## config.mk

```make
export PLATFORM = sky130hd
export DESIGN_NAME = prog_encoder
export DESIGN_NICKNAME = d
export VERILOG_FILES = /design/src/rtl/prog_encoder_pkg.sv /design/src/rtl/prog_encoder_fifo.sv /design/src/rtl/prog_encoder.sv
export SDC_FILE = /design/constraint.sdc
export NUM_CORES = 1
export LEC_CHECK = 0
export ABC_AREA = 1
export ABC_CLOCK_PERIOD_IN_PS = 1700
export CORE_MARGIN = 4
export CORE_UTILIZATION = 50
export DETAILED_ROUTE_END_ITERATION = 8
export PLACE_DENSITY = 0.77
export SETUP_SLACK_MARGIN = 0.1
export SLEW_MARGIN = 40
export SYNTH_ARGS = -nofsm -noshare
export SYNTH_HDL_FRONTEND = slang
export SYNTH_SLANG_ARGS = --single-unit
```

## constraint.sdc

```tcl
create_clock -name clk -period 1.7 [get_ports clk]
set_clock_uncertainty 0.1 [all_clocks]
set_input_delay 0.17 -clock clk [delete_from_list [all_inputs] [get_ports clk]]
set_output_delay 0.17 -clock clk [all_outputs]
set_load 0.03 [all_outputs]
```

## src/rtl/prog_encoder_pkg.sv

```systemverilog
// Shared types, constants and the instruction packing function for the
// program encoder/loader.
package prog_pkg;

  typedef enum logic [1:0] {
    KIND_DP  = 2'd0,
    KIND_LDR = 2'd1,
    KIND_STR = 2'd2,
    KIND_B   = 2'd3
  } kind_t;

  typedef enum logic [1:0] {
    ST_RUN   = 2'd0,
    ST_DRAIN = 2'd1,
    ST_HALT  = 2'd2,
    ST_DONE  = 2'd3
  } state_t;

  localparam logic [3:0]  COND_AL   = 4'hE;
  // Unconditional branch with offset -2: jumps to itself (PC+8-8).
  localparam logic [31:0] HALT_WORD = 32'hEAFF_FFFE;

  // Instruction field positions
  localparam int unsigned COND_LSB  = 28;
  localparam int unsigned OP_LSB    = 26;
  localparam int unsigned I_BIT     = 25;
  localparam int unsigned CMD_LSB   = 21;
  localparam int unsigned S_BIT     = 20;
  localparam int unsigned P_BIT     = 24;
  localparam int unsigned U_BIT     = 23;
  localparam int unsigned B_BIT     = 22;
  localparam int unsigned W_BIT     = 21;
  localparam int unsigned L_BIT     = 20;
  localparam int unsigned BF_LSB    = 24;
  localparam int unsigned RN_LSB    = 16;
  localparam int unsigned RD_LSB    = 12;
  localparam int unsigned SRC2_LSB  = 0;
  localparam int unsigned OFF_LSB   = 0;

  localparam logic [1:0] OP_DP  = 2'b00;
  localparam logic [1:0] OP_MEM = 2'b01;
  localparam logic [1:0] OP_BR  = 2'b10;

  // Pack one request into a 32-bit instruction word; fields not used by
  // the given kind are ignored.
  function automatic logic [31:0] encode_instr(
    input kind_t       kind,
    input logic [3:0]  cond,
    input logic        imm,
    input logic [3:0]  cmd,
    input logic [3:0]  rn,
    input logic [3:0]  rd,
    input logic [11:0] src2,
    input logic [23:0] off
  );
    logic [31:0] w;
    w = '0;
    w[COND_LSB +: 4] = cond;
    case (kind)
      KIND_DP: begin
        w[OP_LSB +: 2]   = OP_DP;
        w[I_BIT]         = imm;
        w[CMD_LSB +: 4]  = cmd;
        w[S_BIT]         = 1'b0;
        w[RN_LSB +: 4]   = rn;
        w[RD_LSB +: 4]   = rd;
        w[SRC2_LSB +: 12] = src2;
      end
      KIND_LDR, KIND_STR: begin
        // Memory ops use an inverted immediate flag (I=0 means immediate offset).
        w[OP_LSB +: 2]   = OP_MEM;
        w[I_BIT]         = ~imm;
        w[P_BIT]         = 1'b1;
        w[U_BIT]         = 1'b1;
        w[B_BIT]         = 1'b0;
        w[W_BIT]         = 1'b0;
        w[L_BIT]         = (kind == KIND_LDR);
        w[RN_LSB +: 4]   = rn;
        w[RD_LSB +: 4]   = rd;
        w[SRC2_LSB +: 12] = src2;
      end
      KIND_B: begin
        w[OP_LSB +: 2]   = OP_BR;
        w[BF_LSB +: 2]   = 2'b10;
        w[OFF_LSB +: 24] = off;
      end
      default: ;
    endcase
    return w;
  endfunction

endpackage

```

## src/rtl/prog_encoder_fifo.sv

```systemverilog
// Synchronous FIFO buffering encoded words between request and imem sides.
module enc_fifo #(
  parameter int unsigned WIDTH = 32,
  parameter int unsigned DEPTH = 4
) (
  input  logic             clk,
  input  logic             rst_n,
  input  logic             push,
  input  logic [WIDTH-1:0] din,
  input  logic             pop,
  output logic             full,
  output logic             empty,
  output logic [WIDTH-1:0] head
);

  localparam int unsigned PW = $clog2(DEPTH);
  localparam logic [PW:0] PTR_ONE = 1;

  logic [PW:0]      wptr_q, wptr_d;
  logic [PW:0]      rptr_q, rptr_d;
  logic [WIDTH-1:0] mem_q [DEPTH];
  logic [WIDTH-1:0] mem_d [DEPTH];
  logic             do_push;
  logic             do_pop;

  // Extra pointer bit distinguishes full from empty when indices match.
  assign empty   = (wptr_q == rptr_q);
  assign full    = (wptr_q[PW] != rptr_q[PW]) && (wptr_q[PW-1:0] == rptr_q[PW-1:0]);
  assign head    = mem_q[rptr_q[PW-1:0]];
  assign do_push = push && !full;
  assign do_pop  = pop && !empty;

  // Next pointers and storage contents
  always_comb begin
    wptr_d = wptr_q;
    rptr_d = rptr_q;
    mem_d  = mem_q;
    if (do_push) begin
      mem_d[wptr_q[PW-1:0]] = din;
      wptr_d = wptr_q + PTR_ONE;
    end
    if (do_pop) begin
      rptr_d = rptr_q + PTR_ONE;
    end
  end

  // State registers; reset empties the FIFO
  always_ff @(posedge clk) begin
    if (!rst_n) begin
      wptr_q <= '0;
      rptr_q <= '0;
      mem_q  <= '{default: '0};
    end else begin
      wptr_q <= wptr_d;
      rptr_q <= rptr_d;
      mem_q  <= mem_d;
    end
  end

endmodule

```

## src/rtl/prog_encoder.sv

```systemverilog
// Program encoder/loader: encodes instruction requests, buffers them and
// writes them to consecutive imem words, finishing with a halt word.
module prog_encoder
  import prog_pkg::*;
#(
  parameter int unsigned FIFO_DEPTH = 4,
  parameter int unsigned IMEM_AW    = 6
) (
  input  logic               clk,
  input  logic               rst_n,
  input  logic               req_valid,
  output logic               req_ready,
  input  logic [1:0]         req_kind,
  input  logic [3:0]         req_cond,
  input  logic               req_imm,
  input  logic [3:0]         req_cmd,
  input  logic [3:0]         req_rn,
  input  logic [3:0]         req_rd,
  input  logic [11:0]        req_src2,
  input  logic [23:0]        req_off,
  input  logic               finish,
  output logic               imem_we,
  input  logic               imem_ready,
  output logic [IMEM_AW-1:0] imem_addr,
  output logic [31:0]        imem_wdata,
  output logic [IMEM_AW:0]   word_count,
  output logic               done,
  output logic               overflow
);

  localparam logic [IMEM_AW:0] CNT_ONE = 1;

  state_t             state_q, state_d;
  logic [IMEM_AW:0]   count_q, count_d;
  logic               overflow_q, overflow_d;

  logic               fifo_full;
  logic               fifo_empty;
  logic [31:0]        fifo_head;
  logic [31:0]        enc_word;
  logic               push;
  logic               pop;
  logic               mem_full;

  assign enc_word = encode_instr(kind_t'(req_kind), req_cond, req_imm, req_cmd,
                                 req_rn, req_rd, req_src2, req_off);

  // Count saturates at 2**IMEM_AW, so the top bit alone flags a full imem.
  assign mem_full = count_q[IMEM_AW];

  enc_fifo #(
    .WIDTH (32),
    .DEPTH (FIFO_DEPTH)
  ) u_fifo (
    .clk   (clk),
    .rst_n (rst_n),
    .push  (push),
    .din   (enc_word),
    .pop   (pop),
    .full  (fifo_full),
    .empty (fifo_empty),
    .head  (fifo_head)
  );

  // Handshake, imem write path and FSM next state
  always_comb begin
    state_d    = state_q;
    count_d    = count_q;
    overflow_d = overflow_q;
    pop        = 1'b0;
    imem_we    = 1'b0;
    imem_wdata = '0;

    // Gating with rst_n keeps every output quiet while reset is held.
    req_ready = rst_n && (state_q == ST_RUN) && !fifo_full;
    push      = req_valid && req_ready;

    if (rst_n) begin
      case (state_q)
        ST_RUN, ST_DRAIN: begin
          if (!fifo_empty) begin
            if (mem_full) begin
              pop        = 1'b1;
              overflow_d = 1'b1;
            end else begin
              imem_we    = 1'b1;
              imem_wdata = fifo_head;
              if (imem_ready) begin
                pop     = 1'b1;
                count_d = count_q + CNT_ONE;
              end
            end
          end
          if (state_q == ST_RUN) begin
            if (finish) state_d = ST_DRAIN;
          end else if (fifo_empty) begin
            state_d = ST_HALT;
          end
        end
        ST_HALT: begin
          if (mem_full) begin
            overflow_d = 1'b1;
            state_d    = ST_DONE;
          end else begin
            imem_we    = 1'b1;
            imem_wdata = HALT_WORD;
            if (imem_ready) begin
              count_d = count_q + CNT_ONE;
              state_d = ST_DONE;
            end
          end
        end
        ST_DONE: ;
        default: state_d = ST_RUN;
      endcase
    end
  end

  // State, address counter and sticky overflow
  always_ff @(posedge clk) begin
    if (!rst_n) begin
      state_q    <= ST_RUN;
      count_q    <= '0;
      overflow_q <= 1'b0;
    end else begin
      state_q    <= state_d;
      count_q    <= count_d;
      overflow_q <= overflow_d;
    end
  end

  assign imem_addr  = count_q[IMEM_AW-1:0];
  assign word_count = count_q;
  assign done       = (state_q == ST_DONE);
  assign overflow   = overflow_q;

endmodule

```

==> results of run 1 <==
through the flow:
stage               util [%]  hold WS (ns)  instances  instance area [µm²]  setup slack, ns
global placement       62.36        0.3363       1579                 9515          -0.2692
CTS                    72.83        0.1296       1642                11110          -0.4210
finish                 81.97        0.1452       1681                12510          -0.6072
global route           81.97        0.1641       1681                12510          -0.6237
detailed placement     62.36        0.3426       1579                 9515          -0.2764
floorplan                  -        0.2049       1287                 7980          -0.1172
how the worst max path moves through the flow:
stage | from | endpoint | slack (ns)
final | u_fifo.rptr_q[1] | imem_wdata[14] | -0.61
after global routing | u_fifo.rptr_q[1] | u_fifo.mem_q[65] | -0.62
after detailed placement | req_kind[0] | u_fifo.mem_q[121] | -0.28
after CTS | u_fifo.rptr_q[0] | imem_wdata[26] | -0.42
after global placement | req_kind[0] | u_fifo.mem_q[57] | -0.27
after floorplan | u_fifo.rptr_q[0] | imem_we | -0.12
worst reg2reg max path, cell delays in order (launching register included):
cell and delay (ns):
dfxtp_4 0.39, inv_4 0.06, nand2_4 0.06, nand2_4 0.06, buf_4 0.13, buf_6 0.11
nand3_4 0.08, buf_8 0.12, buf_6 0.09, nand4_4 0.11, buf_12 0.20, buf_12 0.15
nand2_2 0.06, nand2_1 0.04, nor2_1 0.38
kinds of logic after synthesis:
group | count (synthesis) | synth area share (%)
simple gates | 714 | 36.59
buf+inv | 242 | 12.86
compound gates | 173 | 11.30
flops | 144 | 36.99
fa+ha+maj | 9 | 1.445
xor+xnor | 5 | 0.8030
power by group through the flow:
stage | logic (mW) | clock network [mW] | registers [mW]
final | 2.71 | 3.95 | 3.58
after global routing | 2.83 | 4.09 | 3.58
after CTS | 2.28 | 3.84 | 3.56
after detailed placement | 1.81 | 0 | 3.63
after global placement | 1.79 | 0 | 3.62
after floorplan | 1.12 | 0 | 3.62
per-layer routing:
metal | track usage, % | routed length (µm)
met3 | 5.095 | 4449
met1 | 33.95 | 12210
met5 | 0 | 0
met4 | 11.61 | 3039
met2 | 45.34 | 15150
registers in the layout (all words and copies together), names as in the netlist:
name           flops
overflow           1
u_fifo.wptr_q      3
state_q            2
u_fifo.rptr_q      3
word_count         7
u_fifo.mem_q     128
cell usage after synthesis, types with 2 or more instances:
cell type / instances / area share [%]
nand4_4: 5 / 1.4
buf_1: 5 / 0.24
nand4_1: 6 / 0.48
buf_4: 11 / 1.1
inv_2: 2 / 0.096
o21ai_0: 78 / 5.0
dfxtp_1: 144 / 37
ha_1: 9 / 1.4
o21ai_1: 9 / 0.58
nor2_1: 322 / 16
buf_2: 24 / 1.5
nand2_1: 345 / 17
buf_6: 3 / 0.43
a21oi_1: 80 / 5.1
xor2_1: 3 / 0.34
o21bai_1: 2 / 0.19
nand3_1: 30 / 1.9
a211oi_1: 3 / 0.29
clkbuf_1: 43 / 2.1
inv_1: 154 / 7.4
repair_timing:
action | 4_1_cts | 5_1_grt
buffers inserted | 17 | 21
hold buffers | 1 | 0
resized for setup | 163 | 264
pin swaps | 50 | 71
setup endpoints to repair | 177 | 174
gates cloned | 13 | 25
hold endpoints to repair | 2 | 0
area by class of cell:
class                      count  area, µm²  share of cell area (%)
tap                          211      264.0                   2.111
timing repair buffer         237       3148                   25.17
sequential                   144       2895                   23.15
clock inverter                10      135.1                   1.080
inverter                     156      596.8                   4.772
multi-input combinational    901       5004                   40.01
clock buffer                  22      464.2                   3.711
==> flow_metrics.env, run 1 <==
export IMPL_p_switching_mw=3.239
export IMPL_synth_seq_cells=144
export IMPL_grtUsageTotal_pct=27.04
export IMPL_antenna_found_initial=0
export IMPL_ir_drop_v=0.0007795
export IMPL_antenna_cells=0
export IMPL_cts_tree="yes"
export IMPL_synth_edf_count=0
export IMPL_die_h_um=132.8
export IMPL_min_path_type="in -> reg"
export IMPL_dpl_hpwl_um=13570
export IMPL_fin_ws_ns=-0.6072
export IMPL_clockBufferDepth=2
export IMPL_maxCapViolCount=0
export IMPL_status="finished, violations left"
export IMPL_initial_core_util_pct=51.07
export IMPL_drt_pass1_iter_count=9
export IMPL_min_period_over_period_pct=135.7
export IMPL_core_region_area_um2=15260
export IMPL_vias=9883
export IMPL_htree_levels=4
export IMPL_cp_end_kind="primary output"
export IMPL_critPathSlowestCell="dfxtp_4"
export IMPL_grt_pass1_wl_um=39010
export IMPL_cts_sinks=144
export IMPL_tightest_slew_ns=0.8113
export IMPL_cts_root_buf="clkbuf_16"
export IMPL_r2r_slack_ns=-0.60
export IMPL_synthCells=1287
export IMPL_p_sw_share_pct=31.64
export IMPL_syn_area_per_cell_um2=6.055
export IMPL_crit_type="reg -> out"
export IMPL_p_per_area_nw_per_um2=818.4
export IMPL_path_clk_slew_ns=0.06
export IMPL_ff2ff_path_depth=14
export IMPL_cp_cell_sequence="inv_4 > buf_4 > a21oi_1 > o21ai_0 > nand2_1 > nor2_1 > nor2_4 > buf_6"
export IMPL_critical_path_cell_count=8
export IMPL_worstPathArrival_ns=2.04
export IMPL_wl_per_cell_um=20.73
export IMPL_slew_headroom_pct=45.34
export IMPL_drc=0
export IMPL_cts_buffers=17
export IMPL_power_frac_seq_pct=34.9
export IMPL_pin_count=109
export IMPL_async_flop_share_pct=0
export IMPL_timing_setup_tns_ns=-49.10
export IMPL_violations="negative setup slack"
export IMPL_die_area_um2=17650
export IMPL_fmax_mhz=433.4
export IMPL_path_max_fanout=18
export IMPL_reg2reg_from="u_fifo.rptr_q[1]"
export IMPL_rr_endpoint="u_fifo.mem_q[65]"
export IMPL_final_cell_mix="nor2_1, nand2_1, inv_1"
export IMPL_power_frac_comb_pct=26.5
export IMPL_clkLatencyLatePin_ns=0.44
export IMPL_start_kind="flop"
export IMPL_fillCellCount=795
export IMPL_hold_viol_final=0
export IMPL_die_x_um=132.8
export IMPL_wl_um=34850
export IMPL_worst_hold_startpoint="rst_n"
export IMPL_yosysWarnings=0
export IMPL_internal_power_mw=6.997
export IMPL_crit_required_ns=1.43
export IMPL_first_global_vias=7976
export IMPL_finalWeightedCongestion=0.8090
export IMPL_period_minus_slack_ns=2.307
export IMPL_hold_path_endpoint="u_fifo.wptr_q[0]"
export IMPL_slew_viol_final=0
export IMPL_holdPathStages=4
export IMPL_rsz0062_at_grt="yes"
export IMPL_fin_nets=1526
export IMPL_slowest_delay_ns=0.37
export IMPL_synthDistinctLibCells=29
export IMPL_synthFlopType="dfxtp_1"
export IMPL_grt_max_degree=128
export IMPL_num_rows=45
export IMPL_port_buffers=108
export IMPL_overflow=0
export IMPL_p_leak_nw=5.823
export IMPL_synth_fp_nets=1356
export IMPL_syn_area_um2=7792
export IMPL_p_clk_share_pct=38.6
export IMPL_dr_first_iter_drc_count=1592
export IMPL_ant_nets=0
export IMPL_power_total_mw=10.24
export IMPL_setup_viol=168
export IMPL_drive_gt1_share_pct=32.04
export IMPL_path_buf_inv=3
export IMPL_viasPerCell=5.879
export IMPL_area_growth_pct=60.50
export IMPL_critPathTopFamily="buffers and inverters"
export IMPL_final_common_cell="nor2_1"
export IMPL_seq_area_frac_synth_pct=36.99
Power figures use the tool's default switching activity.
==> inputs of run 2 (changes only) <==
--- a/config.mk
+++ b/config.mk
@@ -6,11 +6,12 @@
 export NUM_CORES = 1
 export LEC_CHECK = 0
 export ABC_AREA = 1
-export ABC_CLOCK_PERIOD_IN_PS = 1700
+export ABC_CLOCK_PERIOD_IN_PS = 2100
 export CORE_MARGIN = 4
-export CORE_UTILIZATION = 50
+export CORE_UTILIZATION = 55
 export DETAILED_ROUTE_END_ITERATION = 8
-export PLACE_DENSITY = 0.77
+export DONT_BUFFER_PORTS = 1
+export PLACE_DENSITY = 0.73
 export SETUP_SLACK_MARGIN = 0.1
 export SLEW_MARGIN = 40
 export SYNTH_ARGS = -nofsm -noshare
==> constraint.sdc (replaced) <==
create_clock -name clk -period 2.1 [get_ports clk]
set_clock_uncertainty 0.1 [all_clocks]
set_input_delay 0.21 -clock clk [delete_from_list [all_inputs] [get_ports clk]]
set_output_delay 0.21 -clock clk [all_outputs]
set_load 0.03 [all_outputs]
==> flow_metrics.env, run 2 (synthesis gave the netlist of run 1 again) <==
export IMPL_fin_ws_ns=-0.09277
export IMPL_r2r_slack_ns=0.30
export IMPL_fmax_mhz=456.0
export IMPL_num_rows=43
export IMPL_cts_tree="yes"
export IMPL_ff2ff_path_depth=8
export IMPL_slew_headroom_pct=65.04
export IMPL_hold_viol_final=106
export IMPL_ctsHoldBuffers=10
export IMPL_pre_cts_ws_ns=0.2158
export IMPL_clockBufferDepth=2
export IMPL_min_period_over_period_pct=104.4
export IMPL_tightest_slew_ns=0.5190
export IMPL_slew_viol_final=0
export IMPL_cts_root_buf="clkbuf_16"
export IMPL_crit_required_ns=1.79
export IMPL_p_per_area_nw_per_um2=773.9
export IMPL_ant_nets=0
export IMPL_die_x_um=127.0
export IMPL_viasPerCell=5.136
export IMPL_grt_pass1_wl_um=33840
export IMPL_path_max_fanout=9
export IMPL_dr_first_iter_drc_count=750
export IMPL_first_global_vias=6875
export IMPL_reg2reg_from="u_fifo.rptr_q[0]"
export IMPL_p_sw_share_pct=28.32
export IMPL_maxCapViolCount=0
export IMPL_grt_max_degree=132
export IMPL_largest_register="u_fifo.mem_q"
export IMPL_worstPathArrival_ns=1.88
export IMPL_dpl_cell_area_um2=8153
export IMPL_wl_um=20900
export IMPL_power_frac_comb_pct=19.5
export IMPL_core_region_area_um2=13880
export IMPL_vias=7719
export IMPL_largest_register_ffs=128
export IMPL_final_common_cell="nand2_1"
export IMPL_area_growth_pct=21.36
export IMPL_cts_sinks=144
export IMPL_ir_drop_v=0.0006217
export IMPL_hold_path_endpoint="u_fifo.wptr_q[2]"
export IMPL_port_buffers=0
export IMPL_min_path_type="in -> reg"
export IMPL_fillCellCount=1238
export IMPL_antenna_cells=0
export IMPL_start_kind="flop"
export IMPL_violations="negative hold slack, negative setup slack"
export IMPL_p_switching_mw=2.073
export IMPL_path_clk_slew_ns=0.06
export IMPL_setup_viol=23
export IMPL_cp_end_kind="primary output"
export IMPL_wl_per_cell_um=13.91
export IMPL_rsz0062_at_grt="yes"
export IMPL_fin_nets=1379
export IMPL_die_area_um2=16140
export IMPL_grtUsageTotal_pct=25.76
export IMPL_p_leak_nw=4.783
export IMPL_final_design_area_no_fill_um2=9457
export IMPL_cts_buffers=17
export IMPL_drive_gt1_share_pct=13.23
export IMPL_drc=0
export IMPL_p_clk_share_pct=41.1
export IMPL_dpl_hpwl_um=11920
export IMPL_drt_pass1_iter_count=5
export IMPL_crit_type="reg -> out"
export IMPL_final_cell_mix="nand2_1, nor2_1, inv_1"
export IMPL_pin_count=109
export IMPL_die_h_um=127.0
export IMPL_status="finished, violations left"
export IMPL_overflow=0
export IMPL_power_frac_seq_pct=39.3
export IMPL_rr_endpoint="u_fifo.mem_q[22]"
export IMPL_period_minus_slack_ns=2.193
export IMPL_worst_hold_startpoint="rst_n"
export IMPL_finalWeightedCongestion=0.8023
export IMPL_antenna_found_initial=0
export IMPL_clkLatencyLatePin_ns=0.42
export IMPL_timing_setup_tns_ns=-1.796
export IMPL_internal_power_mw=5.246
export IMPL_whs_ns=-0.2046
export IMPL_holdPathStages=2
export IMPL_htree_levels=4
export IMPL_initial_core_util_pct=56.14
[run 2: changes by cell type in the layout (fill, tap and decap cells not counted), sizes merged, moves of 3 or more]
cell and change:
dlygate4sd2 -12, clkbuf -13, clkdlybuf4s50 -58, clkinv -3, dlygate4sd3 +9, buf -66
[run 2: power by group through the flow]
stage / Sequential [mW] / Clock (mW) / Combinational [mW]
after floorplan: 2.93 / 0 / 0.805
after global placement: 2.93 / 0 / 1.06
after detailed placement: 2.94 / 0 / 1.06
after CTS: 2.88 / 3.04 / 1.36
after global routing: 2.89 / 3.18 / 1.56
final: 2.88 / 3.01 / 1.43
[run 2: worst max-delay path: stages (launching register included)]
cell and delay, ns:
dfxtp_4 0.39, xnor2_4 0.20, nand4_4 0.11, nand2_2 0.09, inv_2 0.06, nand3_4 0.11, buf_12 0.14, buf_12 0.17
nor2_4 0.04, buf_6 0.14
[run 2: what timing repair did]
action                     4_1_cts  5_1_grt
hold endpoints to repair       139      128
setup buffers                   13        4
setup endpoints to repair       33       55
resized for setup              112       25
gates cloned                     2        0
pin swaps                        6       12
[run 2: layer usage]
metal / track usage, % / vias to the layer above / part of all wire (%)
li1: - / 3938 / -
met4: 7.382 / 0 / 1.8
met2: 42.40 / 221 / 48
met3: 5.351 / 34 / 5.6
met1: 34.36 / 3526 / 45
met5: 0 / - / 0
[run 2: area by class of cell]
class | instances | area [µm²] | share of cell area, %
clock buffer | 27 | 513.0 | 5.425
inverter | 156 | 595.6 | 6.298
tap | 180 | 225.2 | 2.382
clock inverter | 5 | 75.07 | 0.7939
timing repair buffer | 90 | 973.4 | 10.29
multi-input combinational | 901 | 4175 | 44.15
sequential | 144 | 2899 | 30.66
[run 2: through the flow]
| step | utilization [%] | power [mW] | std cells |
|---|---|---|---|
| 3_5_place_dp | 58.73 | 3.998 | 1444 |
| 3_3_place_gp | 58.73 | 3.989 | 1444 |
| 5_1_grt | 68.13 | 7.629 | 1503 |
| 2_1_floorplan | - | 3.739 | 1287 |
| 4_1_cts | 67.33 | 7.283 | 1501 |
| 6_report | 68.13 | 7.319 | 1503 |
[run 2: worst max-delay path by stage]
stage	endpoint	startpoint	slack, ns
after floorplan	imem_wdata[19]	u_fifo.rptr_q[1]	0.06
after global placement	u_fifo.mem_q[84]	state_q[1]	0.26
after detailed placement	u_fifo.mem_q[12]	u_fifo.wptr_q[0]	0.22
after CTS	imem_wdata[23]	u_fifo.rptr_q[0]	-0.05
after global routing	imem_wdata[16]	u_fifo.rptr_q[0]	-0.17
final	imem_wdata[16]	u_fifo.rptr_q[0]	-0.09
==> inputs of run 3 (changes only) <==
--- a/config.mk
+++ b/config.mk
@@ -7,8 +7,10 @@
 export LEC_CHECK = 0
 export ABC_AREA = 1
 export ABC_CLOCK_PERIOD_IN_PS = 2100
+export CAP_MARGIN = 40
 export CORE_MARGIN = 4
 export CORE_UTILIZATION = 55
+export CTS_CLUSTER_SIZE = 28
 export DETAILED_ROUTE_END_ITERATION = 8
 export DONT_BUFFER_PORTS = 1
 export PLACE_DENSITY = 0.73
==> results of run 3 <==
Same layout as run 2: the final DEF is identical, and so are final timing and power.
